==> src/rtl/ir_cmd_handler_if.sv <==
// Decoder-to-handler frame handshake.
//   cmd_ready : decoder frame-complete flag (asynchronous to the handler clock)
//   command   : 32-bit NEC frame, stable while cmd_ready is high
//   ack       : handler has consumed the frame; held until cmd_ready is seen low
interface ir_cmd_handler_if;
  logic        cmd_ready;
  logic [31:0] command;
  logic        ack;

  modport master (output cmd_ready, output command, input  ack);
  modport slave  (input  cmd_ready, input  command, output ack);
endinterface

==> src/rtl/ir_cmd_handler.sv <==
// NEC frame consumer: captures decoder frames under a ready/ack handshake,
// validates the complement bytes, optionally filters on device address and
// queues {address, command} key events in a first-word-fall-through FIFO.
// Ports:
//   clk, rst       : clock, asynchronous active-high reset
//   dec            : frame handshake (cmd_ready, command, ack)
//   key_pop        : consumer removes the FIFO head
//   key_avail      : FIFO not empty
//   key_code/addr  : command/address byte at the FIFO head (0 when empty)
//   fifo_full      : FIFO holds FIFO_DEPTH entries
//   fifo_level     : FIFO occupancy
//   err_count      : complement-check failures, saturating
//   drop_count     : valid frames lost to a full FIFO, saturating
//   ack_timeout    : sticky ack-timeout flag
module ir_cmd_handler #(
  parameter bit          ADDR_FILTER_EN = 1'b0,
  parameter logic [7:0]  ADDR_MATCH     = 8'h00,
  parameter int unsigned FIFO_DEPTH     = 4,
  parameter int unsigned ACK_TIMEOUT    = 4096
) (
  input  logic                        clk,
  input  logic                        rst,
  ir_cmd_handler_if.slave             dec,
  input  logic                        key_pop,
  output logic                        key_avail,
  output logic [7:0]                  key_code,
  output logic [7:0]                  key_addr,
  output logic                        fifo_full,
  output logic [$clog2(FIFO_DEPTH):0] fifo_level,
  output logic [7:0]                  err_count,
  output logic [7:0]                  drop_count,
  output logic                        ack_timeout
);

  localparam int unsigned PW = $clog2(FIFO_DEPTH);
  localparam int unsigned LW = PW + 1;
  localparam int unsigned TW = $clog2(ACK_TIMEOUT) + 1;

  typedef enum logic [1:0] {IDLE, CHECK, ACK, WAIT_LOW} state_t;

  state_t         state_q, state_d;
  logic           sync1_q, ready_s_q;
  logic [31:0]    cap_q, cap_d;
  logic [TW-1:0]  timer_q, timer_d;
  logic           ack_timeout_q, ack_timeout_d;
  logic [7:0]     err_q, err_d, drop_q, drop_d;
  logic [15:0]    mem_q [FIFO_DEPTH];
  logic [15:0]    mem_d [FIFO_DEPTH];
  logic [PW-1:0]  wr_ptr_q, wr_ptr_d, rd_ptr_q, rd_ptr_d;
  logic [LW-1:0]  level_q, level_d;

  logic fmt_ok, addr_ok, full, empty, push, pop;

  assign fmt_ok  = (cap_q[15:8] == ~cap_q[7:0]) && (cap_q[31:24] == ~cap_q[23:16]);
  assign addr_ok = !ADDR_FILTER_EN || (cap_q[7:0] == ADDR_MATCH);
  assign full    = (level_q == LW'(FIFO_DEPTH));
  assign empty   = (level_q == '0);
  // Full test uses the pre-pop level: a push into a full FIFO is dropped
  // even if the consumer pops in the same cycle.
  assign push    = (state_q == CHECK) && fmt_ok && addr_ok && !full;
  assign pop     = key_pop && !empty;

  always_comb begin
    state_d       = state_q;
    cap_d         = cap_q;
    timer_d       = timer_q;
    ack_timeout_d = ack_timeout_q;
    err_d         = err_q;
    drop_d        = drop_q;
    unique case (state_q)
      IDLE: begin
        if (ready_s_q) begin
          cap_d   = dec.command;
          state_d = CHECK;
        end
      end
      CHECK: begin
        timer_d = '0;
        if (!fmt_ok) begin
          if (err_q != '1) err_d = err_q + 8'd1;
        end else if (addr_ok && full) begin
          if (drop_q != '1) drop_d = drop_q + 8'd1;
        end
        state_d = ACK;
      end
      ACK: begin
        if (!ready_s_q) begin
          state_d = IDLE;
        end else if (timer_q == TW'(ACK_TIMEOUT - 1)) begin
          ack_timeout_d = 1'b1;
          state_d       = WAIT_LOW;
        end else begin
          timer_d = timer_q + 1'b1;
        end
      end
      WAIT_LOW: begin
        if (!ready_s_q) state_d = IDLE;
      end
      default: state_d = IDLE;
    endcase
  end

  always_comb begin
    mem_d    = mem_q;
    wr_ptr_d = wr_ptr_q;
    rd_ptr_d = rd_ptr_q;
    if (push) begin
      mem_d[wr_ptr_q] = {cap_q[7:0], cap_q[23:16]};
      wr_ptr_d        = wr_ptr_q + 1'b1;
    end
    if (pop) rd_ptr_d = rd_ptr_q + 1'b1;
    level_d = level_q + LW'(push) - LW'(pop);
  end

  always_ff @(posedge clk or posedge rst) begin
    if (rst) begin
      sync1_q       <= 1'b0;
      ready_s_q     <= 1'b0;
      state_q       <= IDLE;
      cap_q         <= '0;
      timer_q       <= '0;
      ack_timeout_q <= 1'b0;
      err_q         <= '0;
      drop_q        <= '0;
      wr_ptr_q      <= '0;
      rd_ptr_q      <= '0;
      level_q       <= '0;
      for (int unsigned i = 0; i < FIFO_DEPTH; i++) mem_q[i] <= '0;
    end else begin
      sync1_q       <= dec.cmd_ready;
      ready_s_q     <= sync1_q;
      state_q       <= state_d;
      cap_q         <= cap_d;
      timer_q       <= timer_d;
      ack_timeout_q <= ack_timeout_d;
      err_q         <= err_d;
      drop_q        <= drop_d;
      wr_ptr_q      <= wr_ptr_d;
      rd_ptr_q      <= rd_ptr_d;
      level_q       <= level_d;
      mem_q         <= mem_d;
    end
  end

  assign dec.ack     = (state_q == ACK);
  assign key_avail   = !empty;
  // Head bytes are forced to zero when empty so reset shows key_code/key_addr = 0.
  assign key_addr    = empty ? '0 : mem_q[rd_ptr_q][15:8];
  assign key_code    = empty ? '0 : mem_q[rd_ptr_q][7:0];
  assign fifo_full   = full;
  assign fifo_level  = level_q;
  assign err_count   = err_q;
  assign drop_count  = drop_q;
  assign ack_timeout = ack_timeout_q;

endmodule

==> src/flat_wrapper.sv <==
// flat-port wrapper written by rule: the top's interface ports become plain ports
module ir_cmd_handler_flat 
#(
  parameter bit          ADDR_FILTER_EN = 1'b0,
  parameter logic [7:0]  ADDR_MATCH     = 8'h00,
  parameter int unsigned FIFO_DEPTH     = 4,
  parameter int unsigned ACK_TIMEOUT    = 4096
)
  (clk, rst, key_pop, key_avail, key_code, key_addr, fifo_full, fifo_level, err_count, drop_count, ack_timeout, dec_cmd_ready, dec_command, dec_ack);
  ir_cmd_handler_if dec_i ();
  input  logic clk;
  input  logic rst;
  input  logic key_pop;
  output logic key_avail;
  output logic [7:0] key_code;
  output logic [7:0] key_addr;
  output logic fifo_full;
  output logic [$clog2(FIFO_DEPTH):0] fifo_level;
  output logic [7:0] err_count;
  output logic [7:0] drop_count;
  output logic ack_timeout;
  input wire logic [$bits(dec_i.cmd_ready)-1:0] dec_cmd_ready;
  input wire logic [$bits(dec_i.command)-1:0] dec_command;
  output wire logic [$bits(dec_i.ack)-1:0] dec_ack;
  assign dec_i.cmd_ready = dec_cmd_ready;
  assign dec_i.command = dec_command;
  assign dec_ack = dec_i.ack;
  ir_cmd_handler #(.ADDR_FILTER_EN(ADDR_FILTER_EN), .ADDR_MATCH(ADDR_MATCH), .FIFO_DEPTH(FIFO_DEPTH), .ACK_TIMEOUT(ACK_TIMEOUT)) u_core (.clk(clk), .rst(rst), .dec(dec_i), .key_pop(key_pop), .key_avail(key_avail), .key_code(key_code), .key_addr(key_addr), .fifo_full(fifo_full), .fifo_level(fifo_level), .err_count(err_count), .drop_count(drop_count), .ack_timeout(ack_timeout));
endmodule
==> config.mk <==
export PLATFORM = sky130hd
export DESIGN_NAME = ir_cmd_handler_flat
export DESIGN_NICKNAME = d
export VERILOG_FILES = /design/src/rtl/ir_cmd_handler_if.sv /design/src/rtl/ir_cmd_handler.sv /design/src/flat_wrapper.sv
export SDC_FILE = /design/constraint.sdc
export NUM_CORES = 1
export LEC_CHECK = 0
export BUFFER_PORTS_ARGS = -buffer_cell sky130_fd_sc_hd__buf_2
export CAP_MARGIN = 20
export CORE_ASPECT_RATIO = 1.1
export CORE_UTILIZATION = 55
export DETAILED_ROUTE_END_ITERATION = 12
export HOLD_SLACK_MARGIN = 0.02
export MAX_ROUTING_LAYER = met4
export PLACE_DENSITY_LB_ADDON = 0.08
export SYNTH_ARGS = -nofsm -noshare
export SYNTH_HDL_FRONTEND = slang
export SYNTH_SLANG_ARGS = --single-unit
==> constraint.sdc <==
create_clock -name clk -period 5.5 [get_ports clk]
set_input_delay 0.825 -clock clk [delete_from_list [all_inputs] [get_ports clk]]
set_output_delay 0.825 -clock clk [all_outputs]
set_load 0.01 [all_outputs]
# Word level (Yosys, flattened, before mapping)
# Cells that the tools add are included.
# W data, S select, Z words.
dict set report word_totals {
  register_bits 137
  in_bits 36
}
dict set report op_classes {
  n_addsub 7
  magnitude_cmp 3
  eq_ne 14
  muxes 16
  bitwise 5
  reduce_logical 16
}
# operator n
set ops {}
lappend ops {{$bwmux W64} 1}
lappend ops {{$mux W16} 3}
lappend ops {{$bmux W16 S2} 1}
lappend ops {{$demux W16 S2} 1}
lappend ops {{$mux W13} 2}
lappend ops {{$pmux W13 S2} 1}
lappend ops {{$add A8 B1 Y8 const B} 2}
lappend ops {{$eq A8 B8 Y1} 2}
lappend ops {{$mux W8} 2}
lappend ops {{$ne A8 B8 Y1 const B} 2}
lappend ops {{$not A8 Y8} 2}
lappend ops {{$add A13 B1 Y13 const B} 1}
lappend ops {{$eq A13 B12 Y1 const B} 1}
lappend ops {{$reduce_and A3 Y1} 4}
lappend ops {{$mux W2} 4}
lappend ops {{$pmux W2 S4} 1}
lappend ops {{$ge A3 B3 Y1 const B} 2}
lappend ops {{$not A2 Y3} 2}
lappend ops {{$logic_and A1 B1 Y1} 5}
lappend ops {{$add A2 B1 Y2 const B} 2}
lappend ops {{$eq A2 B2 Y1 const B} 2}
lappend ops {{$ne A2 B1 Y1 const B} 2}
lappend ops {{$ne A2 B2 Y1 const B} 2}
lappend ops {{$reduce_and A4 Y1} 1}
lappend ops {{other kinds (12)} 13}

# Longest topological paths before layout
# Gate-level depths: netlist (run 1).
dict set report depth {
  word_depth 7
  mapped_depth 10
  ltp_nobuf 9
}

# Worst setup path before layout (run 1)
# No wires, ideal clock.
dict set report synth_timing {
  path_kind {register to output}
  start {register u_core.rd_ptr_q[0]}
  end {output key_addr[2]}
  arrival_time_ns 1.789
  required_ns 4.675
  setup_slack_ns 2.886
  stages_incl_launch_ff 5
  cell_sequence {dfrtp_1 > clkbuf_1 > buf_2 > mux4_2 > and2_1}
}
dict set report synth_between {
  elab_chain_cells 5
}
# element line_no
set synth_rtl {}
lappend synth_rtl {{start, declared} ir_cmd_handler.sv:49} ;# logic [PW-1:0] wr_ptr_q, wr_ptr_d, rd_ptr_q, rd_ptr_d;
lappend synth_rtl {{start signal, assigned} ir_cmd_handler.sv:139} ;# rd_ptr_q <= rd_ptr_d;
lappend synth_rtl {{$not A2 Y3 (not written as such)} ir_cmd_handler.sv:148} ;# assign key_addr = empty ? '0 : mem_q[rd_ptr_q][15:8];
lappend synth_rtl {{$bmux W16 S2} ir_cmd_handler.sv:148}
lappend synth_rtl {{$mux W16 (not written as such) (2 in series)} ir_cmd_handler.sv:148}
lappend synth_rtl {{$mux W8} ir_cmd_handler.sv:148}
lappend synth_rtl {{end, declared} flat_wrapper.sv:16} ;# output logic [7:0] key_addr;
# Every way passes these cells. The select of a mux whose other input is x is not followed.

# Worst setup path in the final report (run 1)
dict set report layout_timing {
  start {register u_core.cap_q[4]}
  end {register u_core.mem_q[37] in the netlist's numbering}
}
dict set report layout_between {
  elab_chain_cells 5
}
# element line_no
set layout_rtl {}
lappend layout_rtl {{start, declared} ir_cmd_handler.sv:43} ;# logic [31:0] cap_q, cap_d;
lappend layout_rtl {{start signal, assigned} ir_cmd_handler.sv:133} ;# cap_q <= cap_d;
lappend layout_rtl {{$not A8 Y8} ir_cmd_handler.sv:54} ;# assign fmt_ok = (cap_q[15:8] == ~cap_q[7:0]) && (cap_q[31:24] == ~cap_q[23:16]);
lappend layout_rtl {{$eq A8 B8 Y1} ir_cmd_handler.sv:54}
lappend layout_rtl {{$logic_and A1 B1 Y1} ir_cmd_handler.sv:54}
lappend layout_rtl {{$logic_and A1 B1 Y1 (2 in series)} ir_cmd_handler.sv:60} ;# assign push = (state_q == CHECK) && fmt_ok && addr_ok && !full;
lappend layout_rtl {{end signal, assigned} ir_cmd_handler.sv:141} ;# mem_q <= mem_d;
lappend layout_rtl {{end, declared} ir_cmd_handler.sv:47} ;# logic [15:0] mem_q [FIFO_DEPTH];
# Every way passes these cells.
# A chain may end at the register's enable or synchronous reset.

==> out/metrics.cfg, run 1 <==
[status]
status = complete, no violations

[routing]
wirelength_um = 12900
wl_per_cell_um = 18.2
vias = 3997
drt_first_pass_iters = 4
vias_per_cell = 5.65
drt-initial-drc-count = 180
postRouteAntennaNets = 0
drcViolationCount = 0

[die]
die_w_um = 105
pin_count = 75
die_area_mm2 = 0.0120
start_util = 0.573
core-area_mm2 = 0.0111
die_h_um = 115
rows = 40

[power_and_ir_drop]
switchingPower_uw = 1080
intPower_uw = 2380
pwr-share-seq = 0.407
vdd_drop_max_v = 0.000261
p_clk_frac = 0.346
finalPower_uw = 3460
switching_share = 0.312
p_leak_uw = 0.00372
combinationalPowerShare = 0.247
power_density_mw_per_mm2 = 460

[global_route]
grt_pass1_vias = 4257
grt_usage = 0.248
grt_max_degree = 58
grt_pass1_wl_um = 21800
gr-total-overflow = 0
antenna_found_initial = 0

[final_layout]
fin_cells = 708
syn2layout_area_growth_pct = 18.2
multi_input_area_mm2 = 0.00279
regArea_mm2 = 0.00343
drive_gt1_frac = 0.415
final_cell_area_mm2 = 0.00752
num-fill-cells = 857
num_antenna_cells = 0
final_nets = 599

[clocking]
cts_sinks = 137
post-cts-setup-buffers = 0
tritoncts = yes
clk_latency_ps = 420
cts_made_buffers = 17
cts_buffer_depth = 2
ctsHtreeMaxLevel = 4
cts_resized = 0
cts-root-buf = clkbuf_16
clk_pin_slew_ps = 60
cts_hold_buffers = 0

[logic_synthesis]
synth_top_area_share = 0.539
yosysSeqAreaShare = 0.539
yosys_warnings = 0
syn_nets = 517
synthTopCellsByArea = dfrtp_1 54%, mux2_2 18%, mux4_2 5.7%, xor2_1 3.3%, ha_1 2.8%
netlist_instances = 466
avgSynthCellArea_um2 = 13.7
ys_types = 41
synth.cell_area_mm2 = 0.00637
yosysMostFrequentCell = dfrtp_1
ys_ff_latch = 137
synthFlopType = dfrtp_1
synthArstFlopShare = 1.00
yosys.area.top_type = dfrtp_1
synthTopCellsByCount = 137 x dfrtp_1, 99 x mux2_2, 24 x xor2_1
synth-edff-count = 0

[timing]
timing.hold.ws_ps = 362
worstMarginPinSlew_ps = 917
slew_headroom = 0.384
hold_violations = 0
drv_slew = 0
finalCritPeriodShare = 0.597
rsz0062_at_grt = no
fmax_ghz = 0.304
fin_setup_tns_ps = 0
min_period_ps = 3290
setup_viol = 0
fin_skew_ps = 10.6

[placement]
gp_congestion = 0.870
dpl.cell_count = 675
portBuffers = 74
dp_hpwl_um = 8490
dpl_cell_area_mm2 = 0.00686

[worst_setup_path]
startpoint_type = flip-flop
crit_required_ps = 5790
end_kind = flip-flop
cp_max_fo = 16
cp.arrival_ps = 3580
path_class = flip-flop to flip-flop

[job]
drv_cap = 0

[hold_path]
hold_path.class = flip-flop to flip-flop

==> placed cells by master (no fill, tap or decap), types with 2 or more instances in the layout <==
master     count
o21ai_0       15
buf_2         74
mux2_2        99
a21o_1         2
nand2_1       16
o21ai_1        2
clkbuf_16     17
a21oi_1        5
and4_1         2
clkinv_2       4
nor3_1         6
nand3_1       12
xor2_1        24
nand4_1       15
xnor2_1       12
mux4_2        16
and2_1        18
a31o_2         2
a22o_1         2
ha_1          14
nand4_2        4
bufinv_16      3
dfrtp_1      137
or3_1          3
clkbuf_8       7
inv_1         13
nor2_1         5
and3_1         8
buf_4          4
nor4_1         4
==> cell families (layout without fill, tap and decap cells) <==
kind of cell               Yosys count  in the layout  synth area share
AOI/OAI and AO/OA                   35             35            0.0342
DFF                                137            137             0.539
muxes                              116            116             0.233
adders and majority gates           15             15            0.0307
and+or+nand+nor                     97             97            0.0912
xor gates and xnor gates            36             36            0.0495
buffers and inverters               30            125            0.0226
==> worst max-delay path: stages, from the launching register on <==
cell     delay (ps)
dfrtp_1         440
xor2_1          320
nand4_1         260
nor4_4          860
nand4_2         740
mux2_2          530
==> layer usage <==
layer / global-route usage / wire (µm)
met5: - / 0
met4: 0.0958 / 212
met3: 0.0641 / 479
met2: 0.392 / 6450
met1: 0.309 / 5720
==> registers in the layout (all words and copies together) (netlist names) <==
| name | count |
|---|---|
| u_core.drop_count | 8 |
| u_core.rd_ptr_q | 2 |
| u_core.fifo_level | 3 |
| u_core.err_count | 8 |
| u_core.state_q | 2 |
| u_core.cap_q | 32 |
| u_core.mem_q | 64 |
| u_core.ready_s_q | 1 |
| u_core.wr_ptr_q | 2 |
| u_core.ack_timeout | 1 |
| u_core.timer_q | 13 |
| u_core.sync1_q | 1 |
==> cell type report <==
cell class | count | share of cell area
sequential | 137 | 0.456
tap | 147 | 0.0244
multi-input combinational | 299 | 0.371
inverter | 14 | 0.00732
clock buffer | 25 | 0.0698
timing repair buffer | 79 | 0.0569
clock inverter | 7 | 0.0146
==> path summary, 6_finish.rpt <==
path,start,end,slack [ps],cells after the start
worst max-delay path,u_core.cap_q[4]$_DFFE_PP0P_,u_core.mem_q[37]$_DFFE_PP0P_,2210,5
worst min-delay path,u_core.sync1_q$_DFF_PP0_,u_core.ready_s_q$_DFF_PP0_,360,0
worst max register to register,u_core.cap_q[4]$_DFFE_PP0P_,u_core.mem_q[37]$_DFFE_PP0P_,2210,5
worst min register to register,u_core.sync1_q$_DFF_PP0_,u_core.ready_s_q$_DFF_PP0_,360,0
max in group asynchronous,rst,u_core.cap_q[3]$_DFFE_PP0P_,3970,3
min in group asynchronous,rst,u_core.timer_q[12]$_DFFE_PP0P_,440,2
==> power groups by stage <==
stage,clock network (µW),logic (µW),registers [µW]
floorplan,0,626,1360
global placement,0,781,1450
detailed placement,0,806,1460
CTS,1220,815,1440
global route,1270,941,1450
finish,1200,854,1410
==> stage by stage <==
stage	util	setup slack (ps)
after floorplan	-	1010
after global placement	0.618	2250
after detailed placement	0.618	2230
after CTS	0.675	2170
after global routing	0.677	1960
final	0.677	2210
(Power assumes the default switching activity.)
==> run 2, diff against run 1 <==
Clock period 5.5 ns to 3.4 ns, I/O delays scaled along.
==> run 2 against run 1 <==
  * Combinational power up 62%
  * Routed wire length unchanged
  * Utilization down 0.28 points
  * Count of clock-buffer cells in the layout down 2
  * Critical endpoint is now u_core.fifo_level[2]$_DFF_PP0_
  * Critical path type unchanged
==> out/metrics.cfg, run 2 (synthesis gave the netlist of run 1 again) <==
[status]
status = complete, no violations

[die]
rows = 40  ; unchanged
die_w_um = 105  ; unchanged
start_util = 0.573  ; unchanged
die_area_mm2 = 0.0120  ; unchanged
pin_count = 75  ; unchanged
core-area_mm2 = 0.0111  ; unchanged
die_h_um = 115  ; unchanged

[routing]
drt-initial-drc-count = 197  ; +9.4%
drcViolationCount = 0  ; unchanged
wirelength_um = 12900  ; unchanged
vias = 4016  ; +0.48%
wl_per_cell_um = 18.0  ; -0.84%
drt_first_pass_iters = 4  ; unchanged
vias_per_cell = 5.62  ; -0.37%
postRouteAntennaNets = 0  ; unchanged

[clocking]
post-cts-setup-buffers = 0  ; unchanged
cts_resized = 0  ; unchanged
cts_made_buffers = 17  ; unchanged
clk_pin_slew_ps = 60  ; about the same
tritoncts = yes
cts_buffer_depth = 2  ; unchanged
ctsHtreeMaxLevel = 4  ; unchanged
clk_latency_ps = 420  ; about the same
cts_sinks = 137  ; unchanged
cts-root-buf = clkbuf_16
cts_hold_buffers = 0  ; unchanged

[worst_setup_path]
crit_required_ps = 3690  ; -2100 ps
path_delay_family = simple AND/OR/NAND/NOR gates
cp.arrival_ps = 3110  ; -470 ps
reg2reg_setup_slack_ps = 580  ; -1630 ps
worstPathCellList = xor2_1 -> nand4_1 -> nor4_1 -> and3_1 -> ha_1 -> inv_1 -> fa_1 -> xnor2_1 -> xnor2_1
end_kind = flip-flop
path_class = flip-flop to flip-flop
worst-path-buf-inv = 1  ; +1
cp_slowest_stage_delay_ps = 640  ; -220 ps
crit_slowest_cell = nor4_1
startpoint_type = flip-flop
crit_top_cell = xnor2_1
cp_max_fo = 6  ; -10

[final_layout]
fin_util = 0.674  ; -0.00282
reg_top3 = u_core.mem_q: 64 flops, u_core.cap_q: 32 flops, u_core.timer_q: 13 flops
largest-register = u_core.mem_q
final_common_cell = dfrtp_1
final_cell_mix = 137 x dfrtp_1, 99 x mux2_2, 74 x buf_2
num_antenna_cells = 0  ; unchanged
drive_gt1_frac = 0.420  ; +0.00442
final_nets = 606  ; +1.2%
num-fill-cells = 862  ; +0.58%
largest_reg_flops = 64  ; unchanged
syn2layout_area_growth_pct = 17.7

[power_and_ir_drop]
vdd_drop_max_v = 0.000426  ; +63%
power_density_mw_per_mm2 = 713  ; +55%
p_leak_uw = 0.00370  ; -0.55%

[global_route]
grt_pass1_vias = 4091  ; -3.9%
gr-total-overflow = 0  ; unchanged
busiest_layer = met2
grt_max_degree = 69  ; +19%
grt_pass1_wl_um = 21200  ; -2.8%
grt_usage = 0.242  ; -0.00565
use_met3 = 0.0601  ; -0.00397
grt_util_met2 = 0.383  ; -0.00971
antenna_found_initial = 0  ; unchanged
globalRouteMet1Util = 0.315  ; +0.00562

[placement]
dp_hpwl_um = 8610  ; +1.4%
gp_congestion = 0.852  ; -2.1%
portBuffers = 74  ; unchanged

[timing]
slew_headroom = 0.440  ; +0.0560
min_period_ps = 2820  ; -469 ps
drv_slew = 0  ; unchanged
rsz0062_at_grt = no
fmax_ghz = 0.355  ; +17%
fin_setup_tns_ps = 0  ; unchanged
hold_violations = 0  ; unchanged
finalCritPeriodShare = 0.828  ; +0.231
fin_skew_ps = 7.14  ; -3.43 ps
setup_viol = 0  ; unchanged
worstMarginPinSlew_ps = 829  ; -87.9 ps

[hold_path]
hold_path.class = input port to asynchronous set/reset pin

[job]
drv_cap = 0  ; unchanged

## run 2: cell count changes in the layout (fill, tap and decap cells not counted), moves of 2 or more
cell	delta
clkinvlp_4	+3
clkbuf_8	-3
buf_4	+7
bufinv_16	-2
## run 2: final cells by class
type / count / area [µm²] / area share
inverter: 14 / 56.3 / 0.00751
clock inverter: 8 / 70.1 / 0.00935
sequential: 137 / 3430 / 0.458
multi-input combinational: 299 / 2790 / 0.373
tap: 147 / 184 / 0.0245
clock buffer: 23 / 488 / 0.0651
timing repair buffer: 86 / 473 / 0.0631
## run 2: where the power goes
| part | switching, µW | total, µW | internal, µW |
|---|---|---|---|
| Combinational | 743 | 1380 | 633 |
| Sequential | 326 | 2250 | 1920 |
| Clock | 648 | 1720 | 1070 |
## run 2: worst reg2reg max path: stages, from the launching register on
cell	delay, ps
dfrtp_1	430
xor2_1	210
nand4_1	210
nor4_1	640
and3_1	350
ha_1	180
inv_1	50
fa_1	370
xnor2_1	150
xnor2_1	120
## run 2: worst paths after layout
check / end / depth (start not counted) / from
min in group clk: u_core.sync1_q$_DFF_PP0_ / 1 / dec_cmd_ready
max in group asynchronous: u_core.mem_q[28]$_DFFE_PP0P_ / 3 / rst
worst min-delay path: u_core.mem_q[58]$_DFFE_PP0P_ / 2 / rst
worst max-delay path: u_core.fifo_level[2]$_DFF_PP0_ / 9 / u_core.cap_q[5]$_DFFE_PP0P_
worst min register to register: u_core.ready_s_q$_DFF_PP0_ / 0 / u_core.sync1_q$_DFF_PP0_
worst max register to register: u_core.fifo_level[2]$_DFF_PP0_ / 9 / u_core.cap_q[5]$_DFFE_PP0P_
## run 2: per-stage QoR
| stage | setup slack (ps) | total power [µW] | hold WS, ps | cells | cell area [µm²] |
|---|---|---|---|---|---|
| finish | 584 | 5340 | 141 | 714 | 7490 |
| global route | 293 | 5670 | 162 | 714 | 7490 |
| CTS | 548 | 5420 | 147 | 714 | 7490 |
| detailed placement | 559 | 3680 | 337 | 683 | 6940 |
| global placement | 587 | 3610 | 339 | 683 | 6940 |
| floorplan | 1010 | 3220 | 331 | 466 | 6370 |
## run 2: routing by layer
layer | wire length (µm) | part of all wire
met5 | 0 | 0
met4 | 141 | 0.011
met3 | 575 | 0.045
met2 | 6280 | 0.49
met1 | 5870 | 0.46
==> run 3, diff against run 2 <==
Settings changed: CORE_UTILIZATION 55 to 53.
Clock period 3.4 ns to 2.37 ns, I/O delays scaled along.
==> run 3 against run 2 <==
  * Routed wire length is 0.19% higher
  * Critical path depth is 1 higher
  * Flip-flop and latch count stayed put
  * Count of clock-buffer cells in the layout is 1 higher
  * Worst setup slack worse by 550 ps
  * Utilization is 0.21 points lower
  * Cell count is 4.5% higher
  * Maximum frequency is 21% higher
  * Design area is 4.0% higher
  * Sequential share of layout area is 1.7 points lower
  * Total power is 49% higher
  * Via count is 2.6% higher
  * Critical path type unchanged
  * Critical endpoint unchanged
==> out/metrics.cfg, run 3 (synthesis gave the netlist of run 1 again) <==
[final_layout]
num_antenna_cells = 0  ; unchanged
fin_cells = 746  ; +4.5%
largest_reg_flops = 64  ; unchanged
reg_top3 = u_core.mem_q: 64 flops, u_core.cap_q: 32 flops, u_core.timer_q: 13 flops
final_common_cell = dfrtp_1
largest-register = u_core.mem_q
syn2layout_area_growth_pct = 22.4
drive_gt1_frac = 0.460  ; +0.0400
fin_util = 0.672  ; -0.00209
final_nets = 637  ; +5.1%
final_cell_mix = 135 x dfrtp_1, 99 x mux2_2, 74 x buf_2
final_cell_area_mm2 = 0.00779  ; +4.0%

[clocking]
cts_hold_buffers = 0  ; unchanged
cts_sinks = 137  ; unchanged
cts_made_buffers = 17  ; unchanged
ctsHtreeMaxLevel = 4  ; unchanged
cts_buffer_depth = 2  ; unchanged
tritoncts = yes
clk_latency_ps = 420  ; about the same
clk_pin_slew_ps = 50  ; about the same
cts-root-buf = clkbuf_16

[worst_setup_path]
timing.rr.start = u_core.cap_q[15]$_DFFE_PP0P_
end_kind = flip-flop
crit_slowest_cell = dfrtp_1
cp_max_fo = 2  ; -4
r2r-end = u_core.fifo_level[2]$_DFF_PP0_
rr_worst_depth = 10  ; +1
crit_required_ps = 2670  ; -1020 ps
path_delay_family = simple AND/OR/NAND/NOR gates
worstPathCellList = xor2_1 -> nand4_1 -> nor4_2 -> buf_4 -> and3_4 -> ha_1 -> inv_1 -> fa_2 -> xnor2_2 -> xnor2_1
path_class = flip-flop to flip-flop
worst-path-buf-inv = 2  ; +1
cp_slowest_stage_delay_ps = 390  ; -250 ps
reg2reg_setup_slack_ps = 30  ; -550 ps
cp.arrival_ps = 2640  ; -470 ps
startpoint_type = flip-flop

[routing]
drt_first_pass_iters = 4  ; unchanged
wl_per_cell_um = 17.3  ; -4.1%
postRouteAntennaNets = 0  ; unchanged
wirelength_um = 12900  ; +0.19%
vias = 4119  ; +2.6%
drt-initial-drc-count = 147  ; -25%
drcViolationCount = 0  ; unchanged
vias_per_cell = 5.52  ; -1.8%

[global_route]
antenna_found_initial = 0  ; unchanged
gr-total-overflow = 0  ; unchanged
grt_usage = 0.235  ; -0.00688
grt_pass1_wl_um = 21100  ; -0.78%
grt_pass1_vias = 4148  ; +1.4%
grt_max_degree = 138  ; +100%

[timing]
slew_headroom = 0.506  ; +0.0654
rsz0062_at_grt = yes
drv_slew = 0  ; unchanged
worst_slack_ps = 33.1  ; -550 ps
fin_skew_ps = 5.28  ; -1.86 ps
setup_viol = 0  ; unchanged
min_period_ps = 2340  ; -480 ps
fmax_ghz = 0.428  ; +21%
hold_violations = 0  ; unchanged
worstMarginPinSlew_ps = 742  ; -87.2 ps
finalCritPeriodShare = 0.986  ; +0.158

[power_and_ir_drop]
vdd_drop_max_v = 0.000534  ; +25%
switchingPower_uw = 2570  ; +49%
p_clk_frac = 0.280  ; -0.042
pwr-share-seq = 0.393  ; -0.027
switching_share = 0.323  ; +0.00135
power_density_mw_per_mm2 = 1020  ; +43%
intPower_uw = 5390  ; +49%
p_leak_uw = 0.00387  ; +4.4%
combinationalPowerShare = 0.327  ; +0.069

[die]
die_w_um = 106  ; +1.8%
die_area_mm2 = 0.0125  ; +3.7%
die_h_um = 117  ; +1.8%
pin_count = 75  ; unchanged
core-area_mm2 = 0.0116  ; +4.3%
rows = 41  ; +2.5%
start_util = 0.549  ; -0.0239

[placement]
dp_hpwl_um = 8800  ; +2.3%
dpl.cell_count = 709  ; +3.8%
gp_congestion = 0.788  ; -7.5%
portBuffers = 74  ; unchanged
dpl_cell_area_mm2 = 0.00719  ; +3.6%
dp_slack_ps = -71.7  ; -630 ps

[status]
status = complete, no violations

[hold_path]
hold_end = u_core.sync1_q$_DFF_PP0_
holdPathStages = 1
hp-start = dec_cmd_ready
hold_path.class = input port to flip-flop

[job]
drv_cap = 0  ; unchanged

## run 3: worst max-delay path by stage
stage                                   start                             end  slack [ps]  cells past startpoint
2_1_floorplan  u_core.fifo_level[1]$_DFF_PP0_  u_core.fifo_level[2]$_DFF_PP0_           2                     10
3_3_place_gp     u_core.cap_q[21]$_DFFE_PP0P_  u_core.fifo_level[2]$_DFF_PP0_         -70                     10
3_5_place_dp     u_core.cap_q[21]$_DFFE_PP0P_  u_core.fifo_level[2]$_DFF_PP0_         -70                     10
4_1_cts          u_core.cap_q[11]$_DFFE_PP0P_  u_core.fifo_level[2]$_DFF_PP0_          20                     10
5_1_grt          u_core.cap_q[15]$_DFFE_PP0P_  u_core.fifo_level[2]$_DFF_PP0_         -80                     10
6_report         u_core.cap_q[15]$_DFFE_PP0P_  u_core.fifo_level[2]$_DFF_PP0_          30                     10
## run 3: routing by layer
layer,up-vias,GRT usage,routed length [µm],share of wire
met5,-,-,0,0
met4,0,0.100,241,0.019
met3,22,0.0515,482,0.037
met2,75,0.370,6390,0.50
met1,2092,0.299,5770,0.45
li1,1930,-,-,-
## run 3: layout make-up
class | count | area [µm²]
clock buffers | 24 | 462
clock inverters | 5 | 25.0
fillers | 900 | 3800
inverters | 14 | 56.3
multi-input cells | 299 | 2850
flip-flops and latches | 137 | 3430
well taps | 150 | 188
repair buffers | 117 | 781
## run 3: power by group through the flow
stage	logic, µW	registers, µW	clock network [µW]
6_report	2600	3120	2220
5_1_grt	2880	3180	2360
4_1_cts	2610	3110	2270
3_5_place_dp	2470	3130	0
3_3_place_gp	2420	3100	0
2_1_floorplan	1450	3170	0
## run 3: worst register-to-register path, cell delays in order, from the launching register on
cell	delay, ps
dfrtp_1	390
xor2_1	230
nand4_1	130
nor4_2	320
buf_4	160
and3_4	180
ha_1	140
inv_1	50
fa_2	350
xnor2_2	150
xnor2_1	120
## run 3: what timing repair did
| action | in CTS | in global routing |
|---|---|---|
| hold endpoints to repair | 0 | 0 |
| buffers inserted | 6 | 2 |
| pin swaps | 7 | 4 |
| resized for setup | 7 | 3 |
| setup endpoints to repair | 1 | 49 |
## run 3: per-stage QoR
| step | TNS, ps | total power [µW] | hold slack, ps |
|---|---|---|---|
| floorplan | 0 | 4620 | 331 |
| finish | 0 | 7950 | 43.6 |
| detailed placement | -71.7 | 5600 | 340 |
| CTS | 0 | 7990 | 27.3 |
| global placement | -67.8 | 5530 | 338 |
| global route | -75.9 | 8430 | 28.2 |
